[src/rtl/alpha_mdu_pkg.sv]
// Shared multiply/divide unit definitions: op encodings, FSM states and the divide-by-zero LO value.
// Used by alu_mdu and by the decoder/hazard logic.
package alpha_mdu_pkg;

    localparam logic [2:0] MDU_MULT  = 3'd0;
    localparam logic [2:0] MDU_MULTU = 3'd1;
    localparam logic [2:0] MDU_DIV   = 3'd2;
    localparam logic [2:0] MDU_DIVU  = 3'd3;
    localparam logic [2:0] MDU_MTHI  = 3'd4;
    localparam logic [2:0] MDU_MTLO  = 3'd5;

    typedef enum logic [1:0] {
        IDLE = 2'd0,
        ITER = 2'd1,
        FIX  = 2'd2
    } mdu_state_e;

    // Sliced down to the datapath width by the user
    localparam int unsigned            MDU_MAX_W   = 128;
    localparam logic [MDU_MAX_W-1:0]   MDU_DIV0_LO = '1;

    function automatic logic mdu_is_signed(input logic [2:0] op);
        return (op == MDU_MULT) || (op == MDU_DIV);
    endfunction

    function automatic logic mdu_is_div(input logic [2:0] op);
        return (op == MDU_DIV) || (op == MDU_DIVU);
    endfunction

endpackage

[src/rtl/alu_mdu_divstep.sv]
// One combinational radix-2 restoring-divide step.
// Partial remainder stays below the divisor, so the W-bit subtraction never wraps.
module alu_mdu_divstep #(
    parameter int unsigned WIDTH = 32
) (
    input  logic [WIDTH-1:0] rem_i,
    input  logic [WIDTH-1:0] quo_i,
    input  logic [WIDTH-1:0] divisor_i,
    output logic [WIDTH-1:0] rem_o,
    output logic [WIDTH-1:0] quo_o
);

    logic [WIDTH:0] shifted;
    logic           ge;

    always_comb begin
        shifted = {rem_i, quo_i[WIDTH-1]};
        ge      = shifted >= {1'b0, divisor_i};
        rem_o   = ge ? (shifted[WIDTH-1:0] - divisor_i) : shifted[WIDTH-1:0];
        quo_o   = {quo_i[WIDTH-2:0], ge};
    end

endmodule

[src/rtl/alu_mdu.sv]
// Iterative multiply/divide unit with architectural HI/LO registers.
// Define ALU_MDU_FAST_MUL_EN for a single-cycle multiply path (IDLE -> FIX -> IDLE).
module alu_mdu #(
    parameter int unsigned WIDTH = 32
) (
    input  logic             clk,
    input  logic             resetn,
    input  logic             in_valid,
    output logic             in_ready,
    input  logic [2:0]       in_op,
    input  logic [WIDTH-1:0] in_a,
    input  logic [WIDTH-1:0] in_b,
    input  logic             flush,
    output logic             busy,
    output logic             out_done,
    output logic             div_zero,
    output logic [WIDTH-1:0] hi,
    output logic [WIDTH-1:0] lo
);

    import alpha_mdu_pkg::*;

    localparam int unsigned CNT_W = $clog2(WIDTH) + 1;

    mdu_state_e         state_q, state_d;
    logic [CNT_W-1:0]   count_q, count_d;
    logic [WIDTH-1:0]   acc_q, acc_d;
    logic [WIDTH-1:0]   mq_q, mq_d;
    logic [WIDTH-1:0]   opb_q, opb_d;
    logic               is_div_q, is_div_d;
    logic               neg_q_q, neg_q_d;
    logic               neg_r_q, neg_r_d;
    logic               div0_q, div0_d;
    logic [WIDTH-1:0]   hi_q, hi_d;
    logic [WIDTH-1:0]   lo_q, lo_d;
    logic               out_done_q, out_done_d;
    logic               div_zero_q, div_zero_d;

    logic               accept;
    logic               a_neg, b_neg;
    logic [WIDTH-1:0]   a_abs, b_abs;
    logic [WIDTH:0]     mul_sum;
    logic [WIDTH-1:0]   div_rem, div_quo;
    logic [2*WIDTH-1:0] prod_mag, prod;

    alu_mdu_divstep #(.WIDTH(WIDTH)) u_divstep (
        .rem_i     (acc_q),
        .quo_i     (mq_q),
        .divisor_i (opb_q),
        .rem_o     (div_rem),
        .quo_o     (div_quo)
    );

    assign in_ready = (state_q == IDLE) && !flush;
    assign busy     = (state_q != IDLE);
    assign out_done = out_done_q;
    assign div_zero = div_zero_q;
    assign hi       = hi_q;
    assign lo       = lo_q;

    always_comb begin
        accept  = in_valid && in_ready;
        a_neg   = mdu_is_signed(in_op) && in_a[WIDTH-1];
        b_neg   = mdu_is_signed(in_op) && in_b[WIDTH-1];
        a_abs   = a_neg ? -in_a : in_a;
        b_abs   = b_neg ? -in_b : in_b;
        // Multiply keeps the running product in {acc, mq}; multiplier bits shift out of mq
        mul_sum = {1'b0, acc_q} + (mq_q[0] ? {1'b0, opb_q} : '0);
`ifdef ALU_MDU_FAST_MUL_EN
        prod_mag = {{WIDTH{1'b0}}, mq_q} * {{WIDTH{1'b0}}, opb_q};
`else
        prod_mag = {acc_q, mq_q};
`endif
        prod = neg_q_q ? -prod_mag : prod_mag;
    end

    always_comb begin
        state_d    = state_q;
        count_d    = count_q;
        acc_d      = acc_q;
        mq_d       = mq_q;
        opb_d      = opb_q;
        is_div_d   = is_div_q;
        neg_q_d    = neg_q_q;
        neg_r_d    = neg_r_q;
        div0_d     = div0_q;
        hi_d       = hi_q;
        lo_d       = lo_q;
        out_done_d = 1'b0;
        div_zero_d = 1'b0;

        case (state_q)
            IDLE: begin
                if (accept) begin
                    case (in_op)
                        MDU_MTHI: begin
                            hi_d       = in_a;
                            out_done_d = 1'b1;
                        end
                        MDU_MTLO: begin
                            lo_d       = in_a;
                            out_done_d = 1'b1;
                        end
                        MDU_MULT, MDU_MULTU, MDU_DIV, MDU_DIVU: begin
                            is_div_d = mdu_is_div(in_op);
                            acc_d    = '0;
                            mq_d     = a_abs;
                            opb_d    = b_abs;
                            neg_q_d  = a_neg ^ b_neg;
                            neg_r_d  = a_neg;
                            div0_d   = mdu_is_div(in_op) && (in_b == '0);
                            count_d  = CNT_W'(WIDTH);
                            state_d  = ITER;
`ifdef ALU_MDU_FAST_MUL_EN
                            if (!mdu_is_div(in_op)) begin
                                state_d = FIX;
                            end
`endif
                        end
                        default: ;
                    endcase
                end
            end
            ITER: begin
                count_d = count_q - CNT_W'(1);
                if (is_div_q) begin
                    acc_d = div_rem;
                    mq_d  = div_quo;
                end else begin
                    acc_d = mul_sum[WIDTH:1];
                    mq_d  = {mul_sum[0], mq_q[WIDTH-1:1]};
                end
                if (count_q == CNT_W'(1)) begin
                    state_d = FIX;
                end
            end
            FIX: begin
                // Divide by zero leaves rem = |a|, so the dividend-sign fix restores a in HI
                if (is_div_q) begin
                    hi_d = neg_r_q ? -acc_q : acc_q;
                    lo_d = div0_q ? MDU_DIV0_LO[WIDTH-1:0] : (neg_q_q ? -mq_q : mq_q);
                end else begin
                    hi_d = prod[2*WIDTH-1:WIDTH];
                    lo_d = prod[WIDTH-1:0];
                end
                out_done_d = 1'b1;
                div_zero_d = is_div_q && div0_q;
                state_d    = IDLE;
            end
            default: state_d = IDLE;
        endcase

        if (flush) begin
            state_d    = IDLE;
            hi_d       = hi_q;
            lo_d       = lo_q;
            out_done_d = 1'b0;
            div_zero_d = 1'b0;
        end
    end

    always_ff @(posedge clk or negedge resetn) begin
        if (!resetn) begin
            state_q    <= IDLE;
            count_q    <= '0;
            acc_q      <= '0;
            mq_q       <= '0;
            opb_q      <= '0;
            is_div_q   <= 1'b0;
            neg_q_q    <= 1'b0;
            neg_r_q    <= 1'b0;
            div0_q     <= 1'b0;
            hi_q       <= '0;
            lo_q       <= '0;
            out_done_q <= 1'b0;
            div_zero_q <= 1'b0;
        end else begin
            state_q    <= state_d;
            count_q    <= count_d;
            acc_q      <= acc_d;
            mq_q       <= mq_d;
            opb_q      <= opb_d;
            is_div_q   <= is_div_d;
            neg_q_q    <= neg_q_d;
            neg_r_q    <= neg_r_d;
            div0_q     <= div0_d;
            hi_q       <= hi_d;
            lo_q       <= lo_d;
            out_done_q <= out_done_d;
            div_zero_q <= div_zero_d;
        end
    end

endmodule
[config.mk]
export PLATFORM = sky130hd
export DESIGN_NAME = alu_mdu
export DESIGN_NICKNAME = d
export VERILOG_FILES = /design/src/rtl/alpha_mdu_pkg.sv /design/src/rtl/alu_mdu_divstep.sv /design/src/rtl/alu_mdu.sv
export SDC_FILE = /design/constraint.sdc
export NUM_CORES = 1
export LEC_CHECK = 0
export ABC_AREA = 1
export ABC_CLOCK_PERIOD_IN_PS = 3400
export BUFFER_PORTS_ARGS = -buffer_cell sky130_fd_sc_hd__buf_2
export CAP_MARGIN = 20
export CELL_PAD_IN_SITES_DETAIL_PLACEMENT = 0
export CELL_PAD_IN_SITES_GLOBAL_PLACEMENT = 2
export CORE_UTILIZATION = 33
export DETAILED_ROUTE_END_ITERATION = 8
export GPL_TIMING_DRIVEN = 0
export PLACE_DENSITY_LB_ADDON = 0.1
export SYNTH_ARGS = -nofsm -noshare
export SYNTH_HDL_FRONTEND = slang
export SYNTH_SLANG_ARGS = --single-unit
[constraint.sdc]
create_clock -name clk -period 3.4 [get_ports clk]
set_clock_uncertainty 0.2 [all_clocks]
set_input_delay 0.34 -clock clk [delete_from_list [all_inputs] [get_ports clk]]
set_output_delay 0.34 -clock clk [all_outputs]
set_load 0.01 [all_outputs]
==> results.sh <==
export IMPL_cts_root_buf="clkbuf_16"
export IMPL_first_pass_iters=6
export IMPL_cts_clk_slew_worst_paths_ns=0.07
export IMPL_status="complete, no violations"
export IMPL_synth_compound_area_share=0.148
export IMPL_grt_overflow=0
export IMPL_cap_violations=0
export IMPL_synth_cell_types=54
export IMPL_fillCellCount=5852
export IMPL_switching_power_uw=9450
export IMPL_fmax_mhz=302
export IMPL_syn2layout_area_growth_pct=14.2
export IMPL_wl_mm=90.9
export IMPL_p_int_uw=6980
export IMPL_comb_power_share=0.627
export IMPL_drive_gt1_frac=0.0867
export IMPL_yosys_area_share_simple=0.395
export IMPL_seq_power_share=0.249
export IMPL_grt_use_total=0.339
export IMPL_period_share=0.975
export IMPL_multi_input_area_um2=10900
export IMPL_drc_errors=0
export IMPL_slew_violations=0
export IMPL_syn_instance_count=2908
export IMPL_synth_top_family_by_area="simple AND/OR/NAND/NOR gates"
export IMPL_gp_congestion=0.988
export IMPL_core_rowCount=83
export IMPL_finalPower_uw=16400
export IMPL_final_antenna_net_count=0
export IMPL_numCtsBuffers=17
export IMPL_antenna_found_initial=4
export IMPL_cts_sinks=174
export IMPL_fin_nets=3233
export IMPL_start_util=0.336
export IMPL_num_vias=20500
export IMPL_peakVddDrop_uv=388
export IMPL_io_pins=139
export IMPL_post_route_util=0.383
export IMPL_cp_end_kind="flip-flop"
export IMPL_clk_latency_ns=0.49
export IMPL_grt_pass1_vias=18900
export IMPL_hold_violations=0
export IMPL_ys_seq_area_frac=0.252
export IMPL_powerDensity_nw_per_um2=832
export IMPL_min_period_ns=3.32
export IMPL_drtIter0Drc=2151
export IMPL_muxShareOfSynthArea=0
export IMPL_setup_viol=0
export IMPL_yosysWarnings=0
export IMPL_max_slew_margin_rel=0.221
export IMPL_hold_path_class="input pin to flip-flop"
export IMPL_drt_wirelength_per_cell_um=24.0
export IMPL_stdcell_count=3784
export IMPL_power_share_clock=0.124
export IMPL_tritoncts="built"
export IMPL_regArea_um2=4360
export IMPL_p_leak_uw=0.0102
export IMPL_arrival_ns=3.49
export IMPL_portBuffers=138
export IMPL_tightest_slew_ns=1.17
export IMPL_grt_pass1_wl_mm=130
export IMPL_rsz0062_at_grt="true"
export IMPL_sw_frac_of_total=0.575
export IMPL_dpl_cell_count=3727
export IMPL_critPathLaunchType="flip-flop"
export IMPL_critPathRequiredTime_ns=3.57
export IMPL_grt_start_max_net_pins=93
export IMPL_syn_cell_area_um2=17300
export IMPL_synth_fa_ha_area_frac=0.0530
export IMPL_path_max_fanout=11
export IMPL_yosys_area_share_xor_xnor=0.0344
export IMPL_clockBufferDepth=2
export IMPL_cts_htree_levels=4
export IMPL_die_area_um2=53300
export IMPL_die_h_um=231
export IMPL_dpl_hpwl_mm=74.8
export IMPL_avgSynthCellArea_um2=5.95
export IMPL_die_w_um=231
export IMPL_core_area_um2=51500
export IMPL_avgViaCountPerCell=5.41
export IMPL_syn_num_nets=3051
export IMPL_path_class="flip-flop to flip-flop"
export IMPL_ys_ff_latch=174
## cells in the mapped netlist, drive strengths merged
cell | n | area, um^2
nor3b | 1 | 7.51
and2 | 1 | 6.26
fa | 2 | 40.0
a211oi | 2 | 15.0
a31oi | 27 | 169
nor4 | 5 | 31.3
ha | 70 | 876
nand4 | 44 | 275
dfrtp | 174 | 4350
a2bb2oi | 25 | 219
a21oi | 170 | 858
and3 | 2 | 12.5
inv | 430 | 1620
o22ai | 1 | 6.26
o211ai | 8 | 60.1
clkinv | 1 | 3.75
o21a | 5 | 37.5
a22oi | 10 | 75.1
a21o | 1 | 7.51
o2111ai | 1 | 8.76
xnor2 | 24 | 210
o32ai | 1 | 8.76
xor2 | 44 | 385
o21bai | 8 | 60.1
clkbuf | 49 | 184
o311ai | 1 | 8.76
nand3 | 288 | 1460
o31ai | 4 | 30.0
buf | 40 | 230
or2 | 5 | 31.3
nand3b | 14 | 105
o21ai | 195 | 987
nor3 | 26 | 163
nor2 | 396 | 1580
nand2 | 832 | 3150
o221ai | 1 | 8.76
## cells in the final DEF, fill, tap and decap left out, types with 25 or more instances in the layout
| master | count |
|---|---|
| nand2_1 | 824 |
| inv_1 | 420 |
| nor2_1 | 377 |
| nand3_1 | 284 |
| o21ai_0 | 186 |
| dfrtp_1 | 173 |
| a21oi_1 | 168 |
| buf_2 | 165 |
| ha_1 | 69 |
| clkbuf_1 | 44 |
| xor2_1 | 44 |
| nand4_1 | 44 |
| a31oi_1 | 27 |
| a2bb2oi_1 | 25 |
## final cells by class
cell class / instances / area share
multi-input combinational: 2214 / 0.554
sequential: 174 / 0.221
inverter: 431 / 0.0822
timing repair buffer: 164 / 0.0494
tap: 680 / 0.0431
clock buffer: 17 / 0.0215
buffer: 88 / 0.0215
clock inverter: 15 / 0.00773
antenna: 1 / 0.000127
## power by group through the flow
stage | Combinational, uW | Sequential (uW) | Clock [uW]
2_1_floorplan | 6360 | 3610 | 0
3_3_place_gp | 10000 | 4060 | 0
3_5_place_dp | 10000 | 4060 | 0
4_1_cts | 10100 | 4040 | 2070
5_1_grt | 11300 | 4140 | 2140
6_report | 10300 | 4100 | 2040
## critical path: stages, from the launching register on
cell and delay, ns:
dfrtp_1 0.53, inv_2 0.33, clkbuf_1 0.81, clkbuf_2 0.55, nand3_1 0.45, nand4_1 0.24, nand2_1 0.07
## logic make-up (layout without fill, tap and decap cells)
logic type	after synthesis	in the layout
XOR/XNOR	68	68
AND/OR/NAND/NOR	1614	1614
adder cells (fa/ha/maj)	72	72
flip-flops	174	174
buffers and inverters	520	715
AO/OA/AOI/OAI	460	460
other	0	1
## per-layer routing
layer | up-vias | global-route usage | routed length (um)
met5 | - | 0 | 0
met4 | 0 | 0.0743 | 1550
met3 | 98 | 0.0673 | 8030
met2 | 899 | 0.491 | 37500
met1 | 9745 | 0.511 | 43900
li1 | 9723 | - | -
## worst paths after layout
path | start | cells past startpoint | slack [ns] | end
worst max-delay path | is_div_q | 6 | 0.08 | acc_q[20]
worst max register to register | is_div_q | 6 | 0.08 | acc_q[20]
max in group asynchronous | resetn | 3 | 1.76 | count_q[0]
worst min register to register | lo[3] | 1 | 0.29 | lo[3]
min in group asynchronous | resetn | 2 | 0.25 | hi[11]
worst min-delay path | in_b[14] | 3 | 0.03 | opb_q[14]
## per-stage QoR
step                      hold WS (ns)  instance area, um^2  setup TNS, ns  setup WS, ns
after detailed placement         0.202                18900          -8.95        -0.739
after global routing            0.0189                19700        -0.0888       -0.0447
final                           0.0317                19700              0        0.0845
after floorplan                 -0.156                17300              0         0.569
after CTS                      0.00456                19700              0        0.0357
after global placement           0.270                18800        -239.49         -1.36
## sequential cells by signal, summed over array words and instances, names as in the netlist
signal,count
acc_q,32
hi,32
lo,32
mq_q,32
opb_q,32
count_q,6
state_q,2
div0_q,1
div_zero,1
is_div_q,1
neg_q_q,1
neg_r_q,1
out_done,1
## repair_timing
action / CTS / global route
hold endpoints to repair: 106 / 0
pin swaps: 0 / 0
setup endpoints to repair: 22 / 17
hold buffers: 24 / 0
setup buffers: 0 / 1
resized for setup: 8 / 9
cloned: 0 / 0
Note: power is estimated with default switching activity, not from simulation.
